**config.mk**
```make
export PLATFORM = sky130hd
export DESIGN_NAME = multicycle_decode_flat
export DESIGN_NICKNAME = d
export VERILOG_FILES = /design/src/rtl/arm_ctrl_pkg.sv /design/src/rtl/multicycle_decode_if.sv /design/src/rtl/alu_fp_decoder.sv /design/src/rtl/multicycle_decode.sv /design/src/flat_wrapper.sv
export SDC_FILE = /design/constraint.sdc
export NUM_CORES = 1
export LEC_CHECK = 0
export CAP_MARGIN = 20
export CORE_MARGIN = 5
export CORE_UTILIZATION = 24
export CTS_CLUSTER_DIAMETER = 100
export DETAILED_ROUTE_END_ITERATION = 10
export GPL_TIMING_DRIVEN = 0
export HOLD_SLACK_MARGIN = 0.05
export PLACE_DENSITY_LB_ADDON = 0.3
export SLEW_MARGIN = 40
export SYNTH_ARGS = -nofsm -noshare
export SYNTH_HDL_FRONTEND = slang
export SYNTH_SLANG_ARGS = --single-unit
```
**constraint.sdc**
```tcl
create_clock -name clk -period 3.1 [get_ports clk]
set_input_delay 0.775 -clock clk [delete_from_list [all_inputs] [get_ports clk]]
set_output_delay 0.775 -clock clk [all_outputs]
set_load 0.02 [all_outputs]
```
**src/rtl/arm_ctrl_pkg.sv**
```systemverilog
// Shared control encodings for the multicycle decoder.
// Includes FSM state names, ALUControl codes and FPControl codes.
package arm_ctrl_pkg;

    typedef enum logic [3:0] {
        FETCH   = 4'd0,
        DECODE  = 4'd1,
        MEMADR  = 4'd2,
        MEMRD   = 4'd3,
        MEMWB   = 4'd4,
        MEMWR   = 4'd5,
        EXR     = 4'd6,
        EXI     = 4'd7,
        ALUWB   = 4'd8,
        BRANCH  = 4'd9,
        MULEX   = 4'd10,
        MULWB   = 4'd11,
        MULWBHI = 4'd12,
        FPEX    = 4'd13,
        FPWB    = 4'd14
    } state_t;

    localparam logic [3:0] ALU_ADD   = 4'b0000;
    localparam logic [3:0] ALU_SUB   = 4'b0001;
    localparam logic [3:0] ALU_AND   = 4'b0010;
    localparam logic [3:0] ALU_ORR   = 4'b0011;
    localparam logic [3:0] ALU_MUL   = 4'b0100;
    localparam logic [3:0] ALU_UMULL = 4'b1000;
    localparam logic [3:0] ALU_SMULL = 4'b1100;

    localparam logic [1:0] FP_ADD16 = 2'b00;
    localparam logic [1:0] FP_ADD32 = 2'b01;
    localparam logic [1:0] FP_MUL16 = 2'b10;
    localparam logic [1:0] FP_MUL32 = 2'b11;

endpackage

```
**src/rtl/multicycle_decode_if.sv**
```systemverilog
// Instruction fields in, datapath controls out, plus the FP unit start/done pair.
// fp_start is a one-cycle request pulse; fp_done is a one-cycle completion pulse, honoured only in FPEX.
interface multicycle_decode_if import arm_ctrl_pkg::*; #(
    parameter int ALUW = 4
);
    logic [1:0]      Op;
    logic [5:0]      Funct;
    logic [3:0]      Rd;
    logic [3:0]      MULL_Identifier;
    logic [4:0]      FP_identifier;
    logic [3:0]      BIT_identifier;
    logic [3:0]      OP_identifier;
    logic            fp_done;

    logic            IRWrite;
    logic            AdrSrc;
    logic            NextPC;
    logic            RegW;
    logic            MemW;
    logic            WE4w;
    logic            Branch;
    logic [1:0]      ALUSrcA;
    logic [1:0]      ALUSrcB;
    logic [1:0]      ResultSrc;
    logic [1:0]      ImmSrc;
    logic [1:0]      RegSrc;
    logic [ALUW-1:0] ALUControl;
    logic [1:0]      FlagW;
    logic [1:0]      FPControl;
    logic            fp_start;
    logic            busy;
    state_t          dbg_state;

    modport master (
        output Op, Funct, Rd, MULL_Identifier, FP_identifier, BIT_identifier, OP_identifier, fp_done,
        input  IRWrite, AdrSrc, NextPC, RegW, MemW, WE4w, Branch, ALUSrcA, ALUSrcB, ResultSrc,
               ImmSrc, RegSrc, ALUControl, FlagW, FPControl, fp_start, busy, dbg_state
    );

    modport slave (
        input  Op, Funct, Rd, MULL_Identifier, FP_identifier, BIT_identifier, OP_identifier, fp_done,
        output IRWrite, AdrSrc, NextPC, RegW, MemW, WE4w, Branch, ALUSrcA, ALUSrcB, ResultSrc,
               ImmSrc, RegSrc, ALUControl, FlagW, FPControl, fp_start, busy, dbg_state
    );

endinterface

```
**src/rtl/alu_fp_decoder.sv**
```systemverilog
// Combinational ALUControl / FlagW / FPControl decode.
// The FSM supplies one-hot-ish state qualifiers; everything here is pure logic.
module alu_fp_decoder import arm_ctrl_pkg::*; #(
    parameter int ALUW = 4
) (
    input  logic            alu_en_i,
    input  logic            mul_en_i,
    input  logic            alu_wb_i,
    input  logic            mul_wb_i,
    input  logic            fp_en_i,
    input  logic [4:0]      funct_i,
    input  logic [3:0]      bit_id_i,
    input  logic [3:0]      op_id_i,
    output logic [ALUW-1:0] alu_control_o,
    output logic [1:0]      flag_w_o,
    output logic [1:0]      fp_control_o
);

    logic [3:0] alu_code;

    always_comb begin
        alu_code = ALU_ADD;
        if (mul_en_i) begin
            case (funct_i[3:1])
                3'b000:  alu_code = ALU_MUL;
                3'b100:  alu_code = ALU_UMULL;
                3'b110:  alu_code = ALU_SMULL;
                default: alu_code = ALU_ADD;
            endcase
        end else if (alu_en_i) begin
            case (funct_i[4:1])
                4'b0100: alu_code = ALU_ADD;
                4'b0010: alu_code = ALU_SUB;
                4'b0000: alu_code = ALU_AND;
                4'b1100: alu_code = ALU_ORR;
                default: alu_code = ALU_ADD;
            endcase
        end
    end

    // Carry/overflow flags only make sense for add/sub; multiplies never update them.
    always_comb begin
        flag_w_o = 2'b00;
        if (alu_wb_i) begin
            flag_w_o = {funct_i[0], funct_i[0] & ((alu_code == ALU_ADD) | (alu_code == ALU_SUB))};
        end else if (mul_wb_i) begin
            flag_w_o = {funct_i[0], 1'b0};
        end
    end

    always_comb begin
        fp_control_o = FP_ADD16;
        if (fp_en_i) begin
            case (bit_id_i)
                4'b0000: fp_control_o = (op_id_i == 4'b1111) ? FP_MUL32 : FP_ADD32;
                4'b1111: fp_control_o = (op_id_i == 4'b1111) ? FP_MUL16 : FP_ADD16;
                default: fp_control_o = FP_ADD16;
            endcase
        end
    end

    assign alu_control_o = ALUW'(alu_code);

endmodule

```
**src/rtl/multicycle_decode.sv**
```systemverilog
// Multicycle main controller: FSM, multiply cycle counter and FP start/done sequencing.
// Datapath write enables are gated off while reset is high.
module multicycle_decode import arm_ctrl_pkg::*; #(
    parameter int MUL_CYCLES = 2,
    parameter bit FP_EN      = 1'b1,
    parameter int ALUW       = 4
) (
    input  logic                clk,
    input  logic                reset,
    multicycle_decode_if.slave  bus
);

    localparam logic [3:0] MUL_LOAD = 4'(MUL_CYCLES - 1);

    state_t     state_q, state_d;
    logic [3:0] cnt_q, cnt_d;
    logic       fp_start_q, fp_start_d;

    logic       irwrite, adrsrc, nextpc, regw, memw, we4w, branch, busy;
    logic [1:0] alusrca, alusrcb, resultsrc;

    always_ff @(posedge clk) begin
        if (reset) begin
            state_q    <= FETCH;
            cnt_q      <= 4'd0;
            fp_start_q <= 1'b0;
        end else begin
            state_q    <= state_d;
            cnt_q      <= cnt_d;
            fp_start_q <= fp_start_d;
        end
    end

    always_comb begin
        state_d    = state_q;
        cnt_d      = cnt_q;
        fp_start_d = 1'b0;
        irwrite    = 1'b0;
        adrsrc     = 1'b0;
        nextpc     = 1'b0;
        regw       = 1'b0;
        memw       = 1'b0;
        we4w       = 1'b0;
        branch     = 1'b0;
        busy       = 1'b0;
        alusrca    = 2'b00;
        alusrcb    = 2'b00;
        resultsrc  = 2'b00;
        case (state_q)
            FETCH: begin
                irwrite   = 1'b1;
                nextpc    = 1'b1;
                alusrca   = 2'b01;
                alusrcb   = 2'b10;
                resultsrc = 2'b10;
                state_d   = DECODE;
            end
            DECODE: begin
                alusrca   = 2'b01;
                alusrcb   = 2'b10;
                resultsrc = 2'b10;
                // Op=11 is an undefined class here and simply retires without side effects.
                if (bus.Op == 2'b10) begin
                    state_d = BRANCH;
                end else if (bus.Op == 2'b01) begin
                    state_d = MEMADR;
                end else if (bus.Op == 2'b11) begin
                    state_d = FETCH;
                end else if (bus.Funct[5]) begin
                    state_d = EXI;
                end else if (FP_EN && (bus.FP_identifier == 5'b11111)) begin
                    state_d    = FPEX;
                    fp_start_d = 1'b1;
                end else if (bus.MULL_Identifier == 4'b1001) begin
                    state_d = MULEX;
                    cnt_d   = MUL_LOAD;
                end else begin
                    state_d = EXR;
                end
            end
            MEMADR:  state_d = bus.Funct[0] ? MEMRD : MEMWR;
            MEMRD:   state_d = MEMWB;
            MEMWB: begin
                regw      = 1'b1;
                resultsrc = 2'b01;
                nextpc    = (bus.Rd == 4'b1111);
                state_d   = FETCH;
            end
            MEMWR: begin
                memw    = 1'b1;
                adrsrc  = 1'b1;
                state_d = FETCH;
            end
            EXR:     state_d = ALUWB;
            EXI:     state_d = ALUWB;
            ALUWB: begin
                regw    = 1'b1;
                nextpc  = (bus.Rd == 4'b1111);
                state_d = FETCH;
            end
            BRANCH: begin
                branch  = 1'b1;
                alusrcb = 2'b01;
                state_d = FETCH;
            end
            MULEX: begin
                busy = 1'b1;
                if (cnt_q == 4'd0) begin
                    state_d = bus.Funct[3] ? MULWBHI : MULWB;
                end else begin
                    cnt_d = cnt_q - 4'd1;
                end
            end
            MULWB: begin
                regw    = 1'b1;
                state_d = FETCH;
            end
            MULWBHI: begin
                regw    = 1'b1;
                we4w    = 1'b1;
                state_d = FETCH;
            end
            FPEX: begin
                busy = 1'b1;
                if (bus.fp_done) begin
                    state_d = FPWB;
                end
            end
            FPWB: begin
                regw    = 1'b1;
                state_d = FETCH;
            end
            default: state_d = FETCH;
        endcase
    end

    alu_fp_decoder #(.ALUW(ALUW)) u_dec (
        .alu_en_i      ((state_q == EXR) || (state_q == EXI) || (state_q == ALUWB)),
        .mul_en_i      ((state_q == MULEX) || (state_q == MULWB) || (state_q == MULWBHI)),
        .alu_wb_i      (state_q == ALUWB),
        .mul_wb_i      ((state_q == MULWB) || (state_q == MULWBHI)),
        .fp_en_i       ((state_q == FPEX) || (state_q == FPWB)),
        .funct_i       (bus.Funct[4:0]),
        .bit_id_i      (bus.BIT_identifier),
        .op_id_i       (bus.OP_identifier),
        .alu_control_o (bus.ALUControl),
        .flag_w_o      (bus.FlagW),
        .fp_control_o  (bus.FPControl)
    );

    assign bus.IRWrite   = irwrite & ~reset;
    assign bus.NextPC    = nextpc & ~reset;
    assign bus.RegW      = regw & ~reset;
    assign bus.MemW      = memw & ~reset;
    assign bus.WE4w      = we4w & ~reset;
    assign bus.Branch    = branch & ~reset;
    assign bus.fp_start  = fp_start_q & ~reset;
    assign bus.AdrSrc    = adrsrc;
    assign bus.busy      = busy;
    assign bus.ALUSrcA   = alusrca;
    assign bus.ALUSrcB   = alusrcb;
    assign bus.ResultSrc = resultsrc;
    assign bus.ImmSrc    = bus.Op;
    assign bus.RegSrc    = {(bus.Op == 2'b01) & ~bus.Funct[0], bus.Op == 2'b10};
    assign bus.dbg_state = state_q;

endmodule

```
**src/flat_wrapper.sv**
```systemverilog
// flat-port wrapper written by rule: the top's interface ports become plain ports
module multicycle_decode_flat import arm_ctrl_pkg::*;
#(
    parameter int MUL_CYCLES = 2,
    parameter bit FP_EN      = 1'b1,
    parameter int ALUW       = 4
)
  (clk, reset, bus_Op, bus_Funct, bus_Rd, bus_MULL_Identifier, bus_FP_identifier, bus_BIT_identifier, bus_OP_identifier, bus_fp_done, bus_IRWrite, bus_AdrSrc, bus_NextPC, bus_RegW, bus_MemW, bus_WE4w, bus_Branch, bus_ALUSrcA, bus_ALUSrcB, bus_ResultSrc, bus_ImmSrc, bus_RegSrc, bus_ALUControl, bus_FlagW, bus_FPControl, bus_fp_start, bus_busy, bus_dbg_state);
  multicycle_decode_if #(.ALUW(ALUW)) bus_i ();
  input  logic clk;
  input  logic reset;
  input wire logic [$bits(bus_i.Op)-1:0] bus_Op;
  input wire logic [$bits(bus_i.Funct)-1:0] bus_Funct;
  input wire logic [$bits(bus_i.Rd)-1:0] bus_Rd;
  input wire logic [$bits(bus_i.MULL_Identifier)-1:0] bus_MULL_Identifier;
  input wire logic [$bits(bus_i.FP_identifier)-1:0] bus_FP_identifier;
  input wire logic [$bits(bus_i.BIT_identifier)-1:0] bus_BIT_identifier;
  input wire logic [$bits(bus_i.OP_identifier)-1:0] bus_OP_identifier;
  input wire logic [$bits(bus_i.fp_done)-1:0] bus_fp_done;
  output wire logic [$bits(bus_i.IRWrite)-1:0] bus_IRWrite;
  output wire logic [$bits(bus_i.AdrSrc)-1:0] bus_AdrSrc;
  output wire logic [$bits(bus_i.NextPC)-1:0] bus_NextPC;
  output wire logic [$bits(bus_i.RegW)-1:0] bus_RegW;
  output wire logic [$bits(bus_i.MemW)-1:0] bus_MemW;
  output wire logic [$bits(bus_i.WE4w)-1:0] bus_WE4w;
  output wire logic [$bits(bus_i.Branch)-1:0] bus_Branch;
  output wire logic [$bits(bus_i.ALUSrcA)-1:0] bus_ALUSrcA;
  output wire logic [$bits(bus_i.ALUSrcB)-1:0] bus_ALUSrcB;
  output wire logic [$bits(bus_i.ResultSrc)-1:0] bus_ResultSrc;
  output wire logic [$bits(bus_i.ImmSrc)-1:0] bus_ImmSrc;
  output wire logic [$bits(bus_i.RegSrc)-1:0] bus_RegSrc;
  output wire logic [$bits(bus_i.ALUControl)-1:0] bus_ALUControl;
  output wire logic [$bits(bus_i.FlagW)-1:0] bus_FlagW;
  output wire logic [$bits(bus_i.FPControl)-1:0] bus_FPControl;
  output wire logic [$bits(bus_i.fp_start)-1:0] bus_fp_start;
  output wire logic [$bits(bus_i.busy)-1:0] bus_busy;
  output wire logic [$bits(bus_i.dbg_state)-1:0] bus_dbg_state;
  assign bus_i.Op = bus_Op;
  assign bus_i.Funct = bus_Funct;
  assign bus_i.Rd = bus_Rd;
  assign bus_i.MULL_Identifier = bus_MULL_Identifier;
  assign bus_i.FP_identifier = bus_FP_identifier;
  assign bus_i.BIT_identifier = bus_BIT_identifier;
  assign bus_i.OP_identifier = bus_OP_identifier;
  assign bus_i.fp_done = bus_fp_done;
  assign bus_IRWrite = bus_i.IRWrite;
  assign bus_AdrSrc = bus_i.AdrSrc;
  assign bus_NextPC = bus_i.NextPC;
  assign bus_RegW = bus_i.RegW;
  assign bus_MemW = bus_i.MemW;
  assign bus_WE4w = bus_i.WE4w;
  assign bus_Branch = bus_i.Branch;
  assign bus_ALUSrcA = bus_i.ALUSrcA;
  assign bus_ALUSrcB = bus_i.ALUSrcB;
  assign bus_ResultSrc = bus_i.ResultSrc;
  assign bus_ImmSrc = bus_i.ImmSrc;
  assign bus_RegSrc = bus_i.RegSrc;
  assign bus_ALUControl = bus_i.ALUControl;
  assign bus_FlagW = bus_i.FlagW;
  assign bus_FPControl = bus_i.FPControl;
  assign bus_fp_start = bus_i.fp_start;
  assign bus_busy = bus_i.busy;
  assign bus_dbg_state = bus_i.dbg_state;
  multicycle_decode #(.MUL_CYCLES(MUL_CYCLES), .FP_EN(FP_EN), .ALUW(ALUW)) u_core (.clk(clk), .reset(reset), .bus(bus_i));
endmodule
```
==> results.md, run 1 <==
* Status: completed
* # clock sinks at 9
* Clock transition at path regs at about 0.050 ns
* Main combinational cell family by area after synthesis: simple AND/OR/NAND/NOR gates
* #FFs+latches synth at 9
* DP Area at about 0.0016 mm²
* Largest net degree at the start of global routing at 11
* Worst skew pair latency at 0.24 ns
* Final Max Slew Viols at 0
* Main area contributors after synthesis: dfxtp_1, nor3_1, nand2b_1
* DIE WIDTH at between 70 and 80 µm
* Hold Fails Final Rpt at 0
* CTS max path bufs at 2
* RSZ-0062 raised after global routing: false
* Sequential-to-total area share from yosys stat at 0.1880
* Syn nets at 164
* Per-cell routed wire length at approximately 13 µm
* Drt initial violations at 33
* Layout Cell Area excl Fill at between 0.0015 and 0.002 mm²
* Avg Cell Area, Syn at ~7.3 µm²
* GRT Util Overall at 0.1249
* Routed vias/inst at slightly below 5
* WP data arrival at between 2 and 2.5 ns
* Core box area at 0.003943 mm²
* DP HPWL at roughly 2600 µm
* Synthesis-to-finish area growth at 75.07%
* Synthesized-area fraction occupied by adder cells at 0.02350
* CP peak stage delay at ~0.60 ns
* CP Data Required Time at around 2.3 ns
* Top-count cell post-synth: nor3_1
* Post-synthesis xor/xnor area fraction at 0.04569
* Layout Skew at a little under 0.0009 ns
* Crit path time final at 3.054 ns
* IO Pins at 63
* Clk root buf: clkbuf_8
* Number of setup violations in the final report at 0
* Pre-antenna DRT Iters at 4
* First-pass GRT wire length at roughly 5400 µm
* CTS buffer count at 3
* I/O Buffers at between 60 and 70
* Max-cap viol count at 0
* Fmax achieved at between 300 and 400 MHz
* CTS tree: built
* CP endpoint kind: output port
* Via count at roughly 1200
* Cell mode on critical path: clkdlybuf4s50_1
* Gr ovfl total at 0
* Fillcell total at between 400 and 500
* Nets at 230
* Yosys top cell by area: dfxtp_1
* Final worst path period share at 0.9851
* Cell leakage power at around 0.73 nW
* Warnings from Yosys at 0
* Yosys cell types at just under 50
* Hold-fix buffers, CTS at 0
* Main flop type after synthesis: dfxtp_1
* Pwr dens at 297.0 mW/mm²
* Initial antenna violation count at 0
* Die area at roughly 0.0054 mm²
* Hold Crit Class: register to register
* Synth cell count leaders: nor3_1, dfxtp_1, inv_1, nor2_1
* Site Rows at 23
* Post-CTS Setup Inserts at 0
* CP Class: primary input to output port
* Total power at 498.3 µW
* Top Family by Delay on Critical Path: buffers and inverters
* Synth Area in Compound Gates at 0.1906
* Simple-gate share of the synthesized area at 0.4008
* CP max stage cell: clkdlybuf4s50_1
* CP Cell Sequence: clkdlybuf4s50_1 > xnor2_1 > and4b_1 > clkdlybuf4s50_1
* Yosys top cell area share at 0.1880
* Layout cells sized above 1 at 0.1071
* Mapped Area at roughly 960 µm²
* Post-synth ARST share at 0
* Final RePlAce weighted congestion at approximately 0.77
* Fin Setup TNS at 0 ns
* Worst-path fanout max at 4
* H-Tree Depth at 1
* Mux cell area share after synthesis at 0.03264
* Initial core utilization at 0.2431
* Post-synth EDFFs at 0
* Synthesized instance count at around 130
* Die height at roughly 73 µm
* DRC Markers at 0
* Startpoint types: primary input
* Vias in the first global route at roughly 1200
* VDD IR-drop max at between 0.00015 and 0.0002 V
* Final WL at around 3200 µm
* # diodes at 0
* Final ANT Viol Nets at 0
* CP Buf/Inv Count at 2
## kinds of logic (layout without fill, tap and decap cells)
group,count (synthesis),in the layout
AO/OA/AOI/OAI,24,24
XOR/XNOR,5,5
adder cells (fa/ha/maj),2,2
buffers and inverters,22,87
flip-flops,9,9
multiplexers,3,3
other,1,1
AND/OR/NAND/NOR,65,65
## repair_timing
item,CTS,global route
resized for setup,9,12
setup endpoints to repair,8,7
pin swaps,0,0
## state kept, by name, summed over array words and instances, names as in the netlist
register / count
u_core.fp_start_q: 1
u_core.cnt_q: 4
u_core.bus.dbg_state: 4
## routing by layer
| layer | share of wire | routed length [µm] | track usage |
|---|---|---|---|
| met2 | 0.46 | 1486 | 0.1956 |
| met5 | 0 | 0 | 0 |
| met4 | 0.0059 | 19 | 0.02459 |
| met3 | 0.083 | 269 | 0.04132 |
| met1 | 0.45 | 1454 | 0.1667 |
## layout make-up
| cell class | instances | area, µm² | share of cell area |
|---|---|---|---|
| clock buffers | 4 | 45.04 | 0.02685 |
| multi-input cells | 100 | 668.1 | 0.3982 |
| plain buffers | 13 | 81.33 | 0.04847 |
| flip-flops and latches | 9 | 180.2 | 0.1074 |
| well taps | 50 | 62.56 | 0.03729 |
| repair buffers | 61 | 606.8 | 0.3617 |
| inverters | 9 | 33.78 | 0.02013 |
## cells in the final DEF (no fill, tap or decap), types with 2 or more instances in the layout
cell type	Yosys	layout
buf_2	4	4
a21oi_1	4	4
or3_1	2	2
nor4_1	4	4
dfxtp_1	9	9
o311ai_0	2	2
nand2b_1	6	6
dlygate4sd2_1	0	5
a211oi_1	2	2
nand2_1	5	5
a31oi_1	2	2
xor2_1	4	4
nor2_1	8	8
inv_1	8	8
clkbuf_2	0	3
mux2i_1	2	2
nand4_1	3	3
nor2b_1	3	3
or4_1	3	3
dlymetal6s2s_1	0	5
o31ai_1	3	3
clkbuf_8	0	3
clkbuf_1	4	3
nand3_1	6	6
and4b_1	2	2
buf_4	4	4
o21ai_1	2	2
nor3_1	14	14
clkdlybuf4s50_1	0	49
## through the flow
step                      utilization  hold WS, ns  cells  worst slack [ns]
after floorplan                     -       0.4655    131            0.4151
after global placement         0.4138       0.4854    242           -0.2689
after detailed placement       0.4138       0.4917    242           -0.2832
after CTS                      0.4240       0.4974    246         0.0007867
after global routing           0.4256       0.5205    246          0.006641
final                          0.4256       0.4990    246           0.04629
## final timing paths
| check | cells past startpoint | end | start | slack [ns] |
|---|---|---|---|---|
| worst max register to register | 4 | u_core.cnt_q[1]$_SDFFE_PP0P_ | u_core.bus.dbg_state[0]$_SDFFE_PP0P_ | 1.46 |
| worst min register to register | 2 | u_core.cnt_q[1]$_SDFFE_PP0P_ | u_core.cnt_q[1]$_SDFFE_PP0P_ | 0.50 |
| worst max-delay path | 4 | bus_ALUControl[2] | bus_Funct[3] | 0.05 |
| worst min-delay path | 2 | u_core.cnt_q[1]$_SDFFE_PP0P_ | u_core.cnt_q[1]$_SDFFE_PP0P_ | 0.50 |
## worst reg2reg max path: stages, from the launching register on
cell	delay [ns]
dfxtp_1	0.46
nand2b_1	0.17
or4_4	0.46
nor3_2	0.28
o32ai_1	0.14
## report_power, final
part | internal, mW | switching (mW)
Sequential | 0.122 | 0.00680
Combinational | 0.115 | 0.113
Clock | 0.0901 | 0.0515
Total | 0.327 | 0.172
Note: power is estimated with default switching activity, not from simulation.
==> inputs of run 2 (changes only) <==
--- a/config.mk
+++ b/config.mk
@@ -8,7 +8,7 @@
 export CAP_MARGIN = 20
 export CORE_MARGIN = 5
 export CORE_UTILIZATION = 24
-export CTS_CLUSTER_DIAMETER = 100
+export CTS_CLUSTER_DIAMETER = 120
 export DETAILED_ROUTE_END_ITERATION = 10
 export GPL_TIMING_DRIVEN = 0
 export HOLD_SLACK_MARGIN = 0.05
==> results of run 2 <==
Final layout, timing and power as in run 1 (identical DEF).
